## src/rtl/encode_pkg.sv

```systemverilog
// encode_pkg: shared state type and counter sizing helper for the encode blocks.
package encode_pkg;

    typedef enum logic {IDLE, SHIFT} t_ser_state;

    // Bits needed to hold 0..n-1, never less than one.
    function automatic int cnt_w(input int n);
        return (n > 2) ? $clog2(n) : 1;
    endfunction

endpackage

```

## src/rtl/tick.sv

```systemverilog
// tick: free-running modulo-p_div counter with synchronous clear and a terminal-count strobe.
module tick
    import encode_pkg::*;
#(
    parameter int p_div = 4
) (
    input  logic clk_i,
    input  logic rst_ni,
    input  logic clr_i,
    output logic stb_o
);

    localparam int CW = cnt_w(p_div);
    localparam logic [CW-1:0] TC = CW'(p_div - 1);

    logic [CW-1:0] cnt_q, cnt_d;

    assign stb_o = cnt_q == TC;
    assign cnt_d = (clr_i || stb_o) ? '0 : cnt_q + 1'b1;

    always_ff @(posedge clk_i or negedge rst_ni) begin
        if (!rst_ni) cnt_q <= '0;
        else         cnt_q <= cnt_d;
    end

endmodule

```

## src/rtl/serial.sv

```systemverilog
// serial: parallel-to-serial converter, MSB first, one step strobe per bit every p_div clocks.
// Back-to-back words are reloaded in the o_end cycle so the strobe cadence never breaks.
module serial
    import encode_pkg::*;
#(
    parameter int p_width = 8,
    parameter int p_div   = 4
) (
    input  logic               i_clk,
    input  logic               i_rst,
    input  logic [p_width-1:0] i_val,
    input  logic               i_req,
    output logic               o_rdy,
    output logic               o_val,
    output logic               o_stp,
    output logic               o_end
);

    localparam int BW = cnt_w(p_width);

    t_ser_state         state_q, state_d;
    logic [p_width-1:0] shreg_q, shreg_d, word;
    logic [BW-1:0]      bcnt_q, bcnt_d;
    logic               val_q, val_d, stp_q, end_q, end_d;
    logic               acc, done, strb, tk, last, clr;

    assign o_rdy = (state_q == IDLE) || end_q;
    assign o_val = val_q;
    assign o_stp = stp_q;
    assign o_end = end_q;

    // The divider keeps running across a reload so the next bit lands exactly p_div later.
    tick #(.p_div(p_div)) u_tick (
        .clk_i (i_clk),
        .rst_ni(i_rst),
        .clr_i (clr),
        .stb_o (strb)
    );

    always_comb begin
        acc     = i_req && o_rdy;
        done    = end_q && !acc;
        clr     = (state_q == IDLE) || done;
        tk      = (state_q == SHIFT) && strb && !done;
        last    = bcnt_q == BW'(p_width - 1);
        word    = acc ? i_val : shreg_q;
        shreg_d = tk ? word << 1 : done ? '0 : word;
        bcnt_d  = (done || (tk && last)) ? '0 : tk ? bcnt_q + 1'b1 : bcnt_q;
        state_d = acc ? SHIFT : done ? IDLE : state_q;
        end_d   = tk && last;
        val_d   = (state_d == SHIFT) && word[p_width-1];
    end

    always_ff @(posedge i_clk or negedge i_rst) begin
        if (!i_rst) begin
            state_q <= IDLE;
            shreg_q <= '0;
            bcnt_q  <= '0;
            val_q   <= 1'b0;
            stp_q   <= 1'b0;
            end_q   <= 1'b0;
        end else begin
            state_q <= state_d;
            shreg_q <= shreg_d;
            bcnt_q  <= bcnt_d;
            val_q   <= val_d;
            stp_q   <= tk;
            end_q   <= end_d;
        end
    end

endmodule

```

## config.mk

```make
export PLATFORM = sky130hd
export DESIGN_NAME = serial
export DESIGN_NICKNAME = d
export VERILOG_FILES = /design/src/rtl/encode_pkg.sv /design/src/rtl/tick.sv /design/src/rtl/serial.sv
export SDC_FILE = /design/constraint.sdc
export NUM_CORES = 1
export LEC_CHECK = 0
export CAP_MARGIN = 0
export CORE_ASPECT_RATIO = 1.25
export CORE_MARGIN = 1.5
export CORE_UTILIZATION = 40
export CTS_BUF_LIST = sky130_fd_sc_hd__clkbuf_2
export DETAILED_ROUTE_END_ITERATION = 12
export SYNTH_ARGS = -nofsm -noshare
export SYNTH_HDL_FRONTEND = slang
export SYNTH_SLANG_ARGS = --single-unit
```

## constraint.sdc

```tcl
create_clock -name i_clk -period 1.35 [get_ports i_clk]
set_input_delay 0.27 -clock i_clk [delete_from_list [all_inputs] [get_ports i_clk]]
set_output_delay 0.27 -clock i_clk [all_outputs]
set_load 0.05 [all_outputs]
```

Yosys cells after proc, flatten, opt, wreduce, memory -nomap -nowiden
Index checks and enable logic that the tools add are counted.
{"block": "word_totals", "output_inout_bits": 4, "regBits": 17, "elab_cells": 33, "in_bits": 11}
{"block": "classes", "muxes": 8, "n_addsub": 2, "bitwise": 1, "eq_ne": 2, "reduce_logical": 13}
{"op": "8-bit two-way mux", "count": 3}
{"op": "1-bit logical AND", "count": 6}
{"op": "3-bit two-way mux", "count": 2}
{"op": "1-bit logical OR", "count": 4}
{"op": "3-bit by 1-bit adder with 3-bit output (second input constant)", "count": 1}
{"op": "3-bit == test (second input constant)", "count": 1}
{"op": "2-bit by 1-bit adder with 2-bit output (second input constant)", "count": 1}
{"op": "2-bit == test (second input constant)", "count": 1}
{"op": "1-bit logical NOT", "count": 2}
{"op": "1-bit two-way mux", "count": 2}
{"op": "2-bit two-way mux", "count": 1}
{"op": "2-bit nonzero test", "count": 1}
{"op": "1-bit NOT", "count": 1}

Logic depth before layout (Yosys ltp)
Gate-level depths: netlist (run 1).
{"block": "depth", "depth_word": 10, "depth_mapped": 5, "ltp_nobuf": 4}

By module
Synthesis (run 1) repeated with hierarchy kept, for this count alone.
{"block": "hier_totals", "hier_cells": 85, "hier_area_um2": 889.6}
{"module": "serial", "seq_area_each_um2": 375.4, "cells_per_inst": 80, "n_inst": 1, "area_per_inst_um2": 804.5}
{"module": "tick", "seq_area_each_um2": 50.0, "cells_per_inst": 5, "n_inst": 1, "area_per_inst_um2": 85.1}

Least setup slack after synthesis (run 1)
No wires, ideal clock.
{"block": "synth_path", "path_type": "register -> register", "from": "register end_q (netlist: o_end)", "to": "register val_q (netlist: o_val)", "period_less_slack_ns": 1.692, "arrival_time_ns": 1.608, "path_stages_with_launch": 5, "t_required_ns": 1.265, "setup_slack_ns": -0.342, "setup_time_ns": 0.085, "n_path_buf": 1, "path_cell_list": "dfrtp_1 > buf_2 > inv_1 > nand2_1 > mux2i_1"}
{"block": "synth_between", "elab_chain_cells": 7, "elab_cells_between_ends": 8, "classes_between": "mux: 3; reduce/logical: 5"}
{"element": "start: declaration", "line_no": "serial.sv:24", "rtl": "logic val_q, val_d, stp_q, end_q, end_d;"}
{"element": "start signal: assignment", "line_no": "serial.sv:68", "rtl": "end_q <= end_d;"}
{"element": "1-bit logical OR *", "line_no": "serial.sv:27", "rtl": "assign o_rdy = (state_q == IDLE) || end_q;"}
{"element": "via o_rdy", "line_no": "serial.sv:13", "rtl": "output logic o_rdy,"}
{"element": "1-bit logical AND *", "line_no": "serial.sv:41", "rtl": "acc = i_req && o_rdy;"}
{"element": "1-bit logical NOT", "line_no": "serial.sv:42", "rtl": "done = end_q && !acc;"}
{"element": "1-bit logical AND", "line_no": "serial.sv:42"}
{"element": "1-bit two-way mux (2 in a row)", "line_no": "serial.sv:49", "rtl": "state_d = acc ? SHIFT : done ? IDLE : state_q;"}
{"element": "1-bit logical AND *", "line_no": "serial.sv:51", "rtl": "val_d = (state_d == SHIFT) && word[p_width-1];"}
{"element": "via val_d", "line_no": "serial.sv:24"}
{"element": "end signal: assignment", "line_no": "serial.sv:66", "rtl": "val_q <= val_d;"}
{"element": "end: declaration", "line_no": "serial.sv:24"}
The timed path passes the listed nets; every way through them passes the cells marked *.
A chain may end at the register's enable or synchronous reset.

Final worst setup path (run 1)
{"block": "layout_path", "from": "register bcnt_q[1]", "to": "register bcnt_q[0]"}
{"block": "layout_between", "elab_chain_cells": 4, "elab_cells_between_ends": 5, "classes_between": "eq/ne: 1; mux: 1; reduce/logical: 3"}
{"element": "start: declaration", "line_no": "serial.sv:23", "rtl": "logic [BW-1:0] bcnt_q, bcnt_d;"}
{"element": "start signal: assignment", "line_no": "serial.sv:65", "rtl": "bcnt_q <= bcnt_d;"}
{"element": "3-bit == test *", "line_no": "serial.sv:45", "rtl": "last = bcnt_q == BW'(p_width - 1);"}
{"element": "1-bit logical AND *", "line_no": "serial.sv:48", "rtl": "bcnt_d = (done || (tk && last)) ? '0 : tk ? bcnt_q + 1'b1 : bcnt_q;"}
{"element": "1-bit logical OR *", "line_no": "serial.sv:48"}
{"element": "3-bit two-way mux / 2-bit nonzero test (equally long branches)"}
Mark *: on every way between the ends. The rest lies on a longest branch, timed or not.

==> reports/results.md, run 1 <==
| Item | Reported | Unit |
|---|---|---|
| Post-synthesis share of cell area spent on and, or, nand and nor gates | 24.65 | % |
| Setup CP Type | reg -> reg | - |
| Wire length per cell | 14.86 | µm |
| Cell at the root of the clock tree | clkbuf_2 | - |
| Core Area | 2027 | µm² |
| Number of global-route vias before repair | 734 | - |
| Register clock-pin slew on the reported worst setup and hold paths | 0.17 | ns |
| Critical path endpoint category | flip-flop | - |
| Synth Net Count | 100 | - |
| Area Growth Syn to Fin | 50.14 | % |
| Fraction of the mapped netlist area in compound gates | 17.56 | % |
| Bufs on Longest Clock Path | 2 | - |
| Synth Register Bits | 17 | - |
| Critical Path Start Type | flip-flop | - |
| Number of I/O port buffers | 14 | - |
| Sequential area share after synthesis | 48.16 | % |
| Cell row count | 18 | - |
| Total global routing track utilization | 17.06 | % |
| Most common cell after layout, fill and taps aside | buf_4 | - |
| VDD IR max | 0.0008638 | V |
| Detailed placement HPWL | 1.360 | mm |
| Cts bufs inserted | 3 | - |
| Count of antenna diodes in the layout | 0 | - |
| Cell Count Post-Placement | 129 | - |
| Latest clock arrival within the worst-skew pair | 0.29 | ns |
| Die area | 2501 | µm² |
| Multiplexer fraction of the synthesized cell area | 1.133 | % |
| Number of cells produced by synthesis | 86 | - |
| 1st-iter DRT viols | 15 | - |
| Commonest cells after routing, fill and taps aside | buf_4, dfrtp_1, a21oi_1, clkdlybuf4s50_1, nand2b_1 | - |
| Die width | 45.03 | µm |
| Met3 wire len | 46 | µm |
| Power density over the cells | 1434 | nW/µm² |
| Slew Limit Fails | 0 | - |
| Layout Nets | 134 | - |
| FF+latch area | 426.7 | µm² |
| First-pass GRT wire length | 3.222 | mm |
| DIE HEIGHT | 55.54 | µm |
| TritonCTS clock tree | yes | - |
| Count of non-filler cells in the finished layout | 139 | - |
| Xor and xnor area share after synthesis | 0 | % |
| Proportion of layout cells with a drive suffix above 1 | 36.13 | % |
| Ys Warns | 0 | - |
| Outcome | finished, final reports clean | - |
| Vias after detailed routing | 757 | - |
| RSZ-0062 raised after global routing | yes | - |
| Share of Yosys cell area claimed by the top area cell type | 48.16 | % |
| Initial core utilization | 43.58 | % |
| Static leakage | 0.5627 | nW |
| Number of ports placed on the die boundary | 15 | - |
| Area of all placed cells without fillers | 1326 | µm² |
| Global route overflow | 0 | - |
| Wire length reported by the detailed router | 2.065 | mm |
| Global placer's final weighted congestion | 0.7278 | - |
| Number of vias per cell | 5.446 | - |
| Number of design rule violations left after detail routing | 0 | - |
| Antenna violations before repair | 0 | - |
| Final worst slack | 0.01350 | ns |
| Synth area leaders | dfrtp_1, a221o_1, nand2b_1 | - |
| Placement-stage worst setup slack | -0.1803 | ns |
| Max_cap viols | 0 | - |
| Final core area utilization | 65.43 | % |
| Cell type with the highest aggregate area in the netlist | dfrtp_1 | - |
| Antenna violation net count after detailed routing | 0 | - |
| Hold violation count in the final report | 0 | - |
| Final setup skew | 0.001891 | ns |
| Upper clock frequency limit | 748.2 | MHz |
| Total met2 wirelength after detailed routing | 1.095 | mm |
| Minimum clock period | 1.336 | ns |
| CP Data Arrival Time | 1.57 | ns |
| Worst relative slew slack | 79.73 | % |
| Arithmetic-cell share of the synthesized area counting full adders, half adders and majority gates | 4.249 | % |
| Worst slew pin tran | 0.3031 | ns |
| Detailed-router iteration count before antenna repair | 4 | - |
| Dominant combinational cell family by area after synthesis | simple AND/OR/NAND/NOR gates | - |
| Endpoint required time on the critical path | 1.59 | ns |
| TritonCTS sink count | 17 | - |
| Maximum fanout count along the critical path | 2 | - |
| Post-synthesis instance area | 883.3 | µm² |
| Area of the multi-input gates | 494.2 | µm² |
| Number of fill cells in the layout | 157 | - |
| Top routing layer in use | met4 | - |
| # H-tree levels | 1 | - |
| Min-Delay Path Class | in -> async | - |
| Number of different library cells in the post-synthesis netlist | 24 | - |
| Mean instance size in the synthesized netlist | 10.27 | µm² |
| Total design power | 1.902 | mW |
| Final Setup Violations | 0 | - |
| Fraction of the cycle the final worst path needs | 99.00 | % |
| Wire length on met1 | 912 | µm |
| Largest net degree at the start of global routing | 18 | - |
| Placed cell areas | 1185 | µm² |
## stage by stage
step / TNS [ns] / hold WS, ns
after floorplan: 0 / -0.02559
after global placement: -1.679 / 0.4276
after detailed placement: -2.231 / 0.4360
after CTS: -0.008357 / 0.2783
after global routing: -0.06040 / 0.2726
final: 0 / 0.2788
## kinds of logic (layout without fill, tap and decap cells)
logic type	count (synthesis)	count (layout)
DFF	17	17
adders and majority gates	3	3
and+or+nand+nor	37	37
buffers and inverters	7	40
muxes	1	1
AOI/OAI and AO/OA	21	21
## registers in the layout, indices dropped and copies added (netlist names)
register	cells
shreg_q	8
bcnt_q	3
u_tick.cnt_q	2
o_end	1
o_stp	1
o_val	1
state_q	1
## cells in the mapped netlist (all sizes together)
master	instances
a21boi	1
a21oi	11
a221o	6
a311o	1
a32o	1
and2	1
buf	5
dfrtp	17
ha	3
inv	2
mux2i	1
nand2	6
nand2b	10
nand3	7
nand4b	2
nor2	1
nor2b	7
nor3	1
nor3b	1
o21ai	1
or3	1
## final cells by class
cell class              count  area share, %
well taps                  20          1.887
repair buffers             34          26.42
multi-input cells          62          37.26
flip-flops and latches     17          32.17
inverters                   2         0.7547
clock buffers               4          1.509
## routing by layer
metal | GRT usage (%) | vias up
met3 | 2.941 | 2
met2 | 28.57 | 12
met1 | 21.65 | 368
li1 | - | 375
met5 | 0 | -
met4 | 5.042 | 0
## worst max-delay path: stages, from the launching register on
cell and delay, ns:
dfrtp_1 0.44, ha_2 0.21, ha_4 0.16, or3_4 0.36, a21oi_2 0.12
## where the power goes
group | switching (mW) | leakage (nW) | internal [mW]
combinational | 0.382 | 0.326 | 0.503
clock | 0.164 | 0.0166 | 0.0785
sequential | 0.111 | 0.221 | 0.664
## timing repair
item	in CTS	in global routing
setup buffers	4	2
endpoints found under the setup margin	9	11
resized for setup	10	6
hold buffers	0	0
pin swaps	3	4
## final timing paths
check | endpoint | from | slack, ns | cells past startpoint
max reg2reg | bcnt_q[0] | bcnt_q[1] | 0.01 | 4
min reg2reg | o_val | shreg_q[7] | 0.56 | 2
max | bcnt_q[0] | bcnt_q[1] | 0.01 | 4
min | shreg_q[2] | i_rst | 0.28 | 2
max in group asynchronous | o_end | i_rst | 0.87 | 2
min in group i_clk | o_val | shreg_q[7] | 0.56 | 2
Note: power is estimated with default switching activity, not from simulation.
==> inputs of run 2 (changes only) <==
SETUP_SLACK_MARGIN = 0.02   (was unset)
==> run 2 against run 1 <==
Critical path type unchanged. Die area stayed put. Largest power group unchanged. Combinational power hardly changed. Cell count is 0.72% higher. Worst hold slack better by 0.0054 ns.
==> reports/results.md, run 2 (synthesis results as in run 1) <==
| Item | Reported | Unit |
|---|---|---|
| Outcome | finished, final reports clean | - |
| First-pass GRT wire length | 3.325 | mm |
| Cell at the root of the clock tree | clkbuf_2 | - |
| Slew Limit Fails | 0 | - |
| Fraction of the cycle the final worst path needs | 98.71 | % |
| Critical path endpoint category | flip-flop | - |
| 1st-iter DRT viols | 26 | - |
| Cell row count | 18 | - |
| Register clock-pin slew on the reported worst setup and hold paths | 0.17 | ns |
| Met2 capacity usage during global routing | 29.39 | % |
| Upper clock frequency limit | 750.4 | MHz |
| Reg with most FFs | shreg_q | - |
| Instance count on the critical path | 4 | - |
| Global route overflow | 0 | - |
| CP Data Arrival Time | 1.56 | ns |
| FF-to-FF path depth | 4 | - |
| Die width | 45.03 | µm |
| Buf+Inv Stages, Crit Path | 0 | - |
| Cts bufs inserted | 3 | - |
| Max FFs per register | 8 | - |
| Wire length reported by the detailed router | 2.034 | mm |
| Setup CP Type | reg -> reg | - |
| Antenna violations before repair | 0 | - |
| Layout Nets | 135 | - |
| Initial core utilization | 43.58 | % |
| Wire length per cell | 14.53 | µm |
| Maximum fanout count along the critical path | 2 | - |
| Antenna violation net count after detailed routing | 0 | - |
| Global placer's final weighted congestion | 0.7278 | - |
| TritonCTS clock tree | yes | - |
| Detailed-router iteration count before antenna repair | 6 | - |
| Minimum clock period | 1.333 | ns |
| Commonest cells after routing, fill and taps aside | buf_4, dfrtp_1, a21oi_1, clkdlybuf4s50_1, nand2b_1 | - |
| Most common cell after layout, fill and taps aside | buf_4 | - |
| Vias after detailed routing | 766 | - |
| Core Area | 2027 | µm² |
| Bufs on Longest Clock Path | 2 | - |
| Latest clock arrival within the worst-skew pair | 0.29 | ns |
| Critical R2R Launch | bcnt_q[1] | - |
| Number of ports placed on the die boundary | 15 | - |
| Proportion of layout cells with a drive suffix above 1 | 36.67 | % |
| Number of design rule violations left after detail routing | 0 | - |
| Die area | 2501 | µm² |
| Worst slew pin tran | 0.2935 | ns |
| Number of vias per cell | 5.471 | - |
| Met1 track demand over resource | 22.47 | % |
| Worst reg2reg setup slack | 0.02 | ns |
| Area Growth Syn to Fin | 51.42 | % |
| VDD IR max | 0.0008566 | V |
| Critical Path Start Type | flip-flop | - |
| Power density over the cells | 1418 | nW/µm² |
| Worst relative slew slack | 80.37 | % |
| Registers with the highest flip-flop counts | shreg_q: 8 flops, bcnt_q: 3 flops, u_tick.cnt_q: 2 flops | - |
| Count of antenna diodes in the layout | 0 | - |
| Total global routing track utilization | 17.58 | % |
| Detailed placement HPWL | 1.360 | mm |
| RSZ-0062 raised after global routing | yes | - |
| Critical-path cell list | ha_2 > ha_4 > or3_4 > a21oi_2 | - |
| Max_cap viols | 0 | - |
| DIE HEIGHT | 55.54 | µm |
| Min-Delay Path Class | in -> async | - |
| Area of all placed cells without fillers | 1338 | µm² |
| Crit-path max cell delay | 0.43 | ns |
| Placed cell areas | 1185 | µm² |
| Largest net degree at the start of global routing | 18 | - |
| GRT busiest layer | met2 | - |
| Static leakage | 0.5686 | nW |
| Final setup skew | 0.002652 | ns |
| Number of I/O port buffers | 14 | - |
| Cell family with the largest share of critical-path delay | flip-flops | - |
| # H-tree levels | 1 | - |
| Met3 track demand over resource | 2.941 | % |
| Sum of negative setup slack | 0 | ns |
| Number of global-route vias before repair | 761 | - |
| Hold violation count in the final report | 0 | - |
| Slowest cell on the critical path | dfrtp_1 | - |
| Endpoint required time on the critical path | 1.58 | ns |
| TritonCTS sink count | 17 | - |
| Final Setup Violations | 0 | - |
| Quantity of hold-fixing buffers added after cts | 0 | - |
| Reg-to-reg endpoint | bcnt_q[0] | - |
[run 2: changes by cell type in the layout (fill, tap and decap cells not counted)]
cell   previous run  this run
buf_6             2         3
[run 2: layout make-up]
cell class	count	area, µm²
sequential	17	426.7
tap	20	25.02
multi-input combinational	62	494.2
inverter	2	10.01
clock buffer	4	20.02
fill	156	689.4
timing repair buffer	35	361.6
[run 2: power breakdown]
group	switching [mW]	internal, mW	total (mW)
clock network	0.160	0.0786	0.238
registers	0.111	0.664	0.775
logic	0.380	0.504	0.884
[run 2: per-layer routing]
layer / wire length, µm / vias to the layer above
li1: - / 379
met5: 0 / -
met3: 63 / 2
met4: 12 / 0
met2: 1090 / 14
met1: 867 / 371
[run 2: worst max-delay path by stage]
stage | from | endpoint | slack [ns]
2_1_floorplan | o_end | o_rdy | 0.06
3_3_place_gp | i_req | shreg_q[1] | -0.15
3_5_place_dp | i_req | u_tick.cnt_q[1] | -0.18
4_1_cts | bcnt_q[1] | bcnt_q[0] | -0.008
5_1_grt | state_q | o_rdy | -0.03
6_report | bcnt_q[1] | bcnt_q[0] | 0.02
[run 2: per-stage QoR]
step	power (mW)	hold WS, ns	util (%)	std cells	setup slack [ns]
floorplan	1.180	-0.02559	-	86	0.06046
global placement	1.463	0.4276	58.46	129	-0.1549
detailed placement	1.491	0.4360	58.46	129	-0.1803
CTS	1.818	0.2783	63.46	137	-0.008357
global route	2.027	0.2726	65.99	140	-0.02989
finish	1.897	0.2842	65.99	140	0.01743
[run 2: what timing repair did]
action | in CTS | in global routing
resized for setup | 12 | 5
endpoints found under the setup margin | 11 | 12
pin swaps | 4 | 4
setup buffers | 4 | 3
==> inputs of run 3 (changes only) <==
CAP_MARGIN = unset   (was 0)
==> results of run 3 <==
The final DEF is identical to that of run 2; final timing and power are the same.
==> variant: new RTL, config.mk and constraints of run 2 <==
`p_div` is set to 4 in 2 places; all go to 6.
--- a/src/rtl/tick.sv
+++ b/src/rtl/tick.sv
@@ -2,7 +2,7 @@
 module tick
     import encode_pkg::*;
 #(
-    parameter int p_div = 4
+    parameter int p_div = 6
 ) (
     input  logic clk_i,
     input  logic rst_ni,
--- a/src/rtl/serial.sv
+++ b/src/rtl/serial.sv
@@ -4,7 +4,7 @@
     import encode_pkg::*;
 #(
     parameter int p_width = 8,
-    parameter int p_div   = 4
+    parameter int p_div   = 6
 ) (
     input  logic               i_clk,
     input  logic               i_rst,
Behaviour: not the same (a bounded check fails within 10 cycles, from zero or initial values and one cycle with i_rst low).
==> variant against run 2 <==
- count of clock-buffer cells in the layout fell by 1
- worst hold slack worse by 26 ps
- clock skew up 14 ps
- first-iteration DRC count shrank 69%
- sequential cell count grew 1
- power is 21% lower
- synthesized area down 6.5%
- via count fell by 26%
- sequential power decreased by 7.5%
- routed wire length down 31%
- global-route usage shrank 3.8 points
- combinational power is 37% lower
- setup slack better by 37 ps
- final area shrank 14%
- critical path type is now register to output pin
- highest routed layer unchanged
==> variant: results (changes against run 2) <==
[worst_setup_path]
crit_start=o_end
critPathArrivalTime_ps=1030  ; -530 ps
r2r_cells=5  ; +1
endpoint=o_rdy
reg2reg_setup_slack_ps=70  ; +50 ps
rr_startpoint=u_tick.cnt_q[0]

[cells_and_area]
num-fill-cells=170  ; +9.0%
nets=106  ; -21%
top_regs=shreg_q x8, bcnt_q x3, u_tick.cnt_q x3

[power_and_ir_drop]
p_leak_nw=0.577  ; +1.5%

[grt]
grt_pass1_wl_microns=2330  ; -30%
grt_use_total_pct=13.8  ; -3.8 points
grt_pass1_vias=545  ; -28%
grt_max_degree=19  ; +1

[logic_synthesis]
synth_area_leaders=dfrtp_1 (55%), mux2i_1 (9.7%), ha_1 (6.1%), o22ai_1 (5.3%), nand2b_4 (5.0%)
ys_types=22  ; -8.3%
syn_nets=79  ; -21%
synth_common_cells=dfrtp_1 (18), mux2i_1 (8), o22ai_1 (7)

[status]
status=finished, final reports clean

[timing]
worst_pin_slew_ps=293  ; -0.166 ps
fin_skew_ps=16.4  ; +13.7 ps
layout_setup_ws_ps=54.9  ; +37.5 ps

[placement]
post-dp-hpwl_microns=1060  ; -22%
place_ws_ps=-127  ; +53.7 ps
dp.cells=102  ; -21%

[detailed_routing]
wirelength_microns=1410  ; -31%

-- variant: cell types whose count changed after synthesis, sizes merged, moves of 3 or more --
| cell | change |
|---|---|
| a21oi | -11 |
| a221o | -6 |
| buf | -4 |
| mux2i | +7 |
| nand2 | -3 |
| nand2b | -6 |
| nand3 | -5 |
| nor2 | +5 |
| nor2b | -7 |
| o22ai | +7 |
-- variant: power breakdown --
| part | internal, W | leakage [nW] | switching [W] | total (W) |
|---|---|---|---|---|
| logic | 0.000304 | 0.335 | 0.000250 | 0.000555 |
| clock network | 0.0000644 | 0.0140 | 0.000166 | 0.000231 |
| registers | 0.000650 | 0.227 | 0.0000675 | 0.000717 |
-- variant: cell type report --
| class | instances | area (sq um) | area share, % |
|---|---|---|---|
| multi-input combinational | 42 | 393 | 34.1 |
| timing repair buffer | 23 | 251 | 21.8 |
| tap | 20 | 25.0 | 2.17 |
| clock buffer | 3 | 15.0 | 1.30 |
| clock inverter | 1 | 3.75 | 0.326 |
| inverter | 3 | 11.3 | 0.978 |
| sequential | 18 | 452 | 39.2 |
-- variant: critical path: stages, from the launching register on --
cell and delay (ps):
dfrtp_2 430, nand2b_4 160, buf_12 150
-- variant: layer usage --
metal  GRT usage, %  part of all wire (%)  vias up
li1               -                     -      279
met1           17.2                    45      275
met2           22.1                    51        8
met3           2.01                   3.1        2
met4           9.09                  0.85        0
met5              0                     0        -
-- variant: what timing repair did --
action	CTS	global route
setup endpoints to repair	4	12
hold buffers	0	0
gates resized for setup	1	7
setup buffers	3	1
-- variant: worst min path at each step --
stage | start | end | depth (start not counted)
2_1_floorplan | i_rst | bcnt_q[0] | 0
3_3_place_gp | u_tick.cnt_q[0] | u_tick.cnt_q[0] | 1
3_5_place_dp | u_tick.cnt_q[0] | u_tick.cnt_q[0] | 1
4_1_cts | i_rst | shreg_q[2] | 2
5_1_grt | i_rst | shreg_q[2] | 2
6_report | i_rst | shreg_q[2] | 2
-- variant: metrics by stage --
stage / utilization [%] / cell area [sq um]
5_1_grt: 58.7 / 1150
6_report: 58.7 / 1150
3_3_place_gp: 54.6 / 1070
3_5_place_dp: 54.6 / 1070
2_1_floorplan: - / 838
4_1_cts: 57.2 / 1120
-- variant: kinds of logic (layout without fill, tap and decap cells) --
group | count (synthesis) | in the layout | share of synthesized area (%)
flip-flops | 18 | 18 | 54.5
adder cells (fa/ha/maj) | 4 | 4 | 6.06
AO/OA/AOI/OAI | 12 | 12 | 10.0
AND/OR/NAND/NOR | 17 | 17 | 15.2
buffers and inverters | 4 | 30 | 2.73
multiplexers | 9 | 9 | 11.5
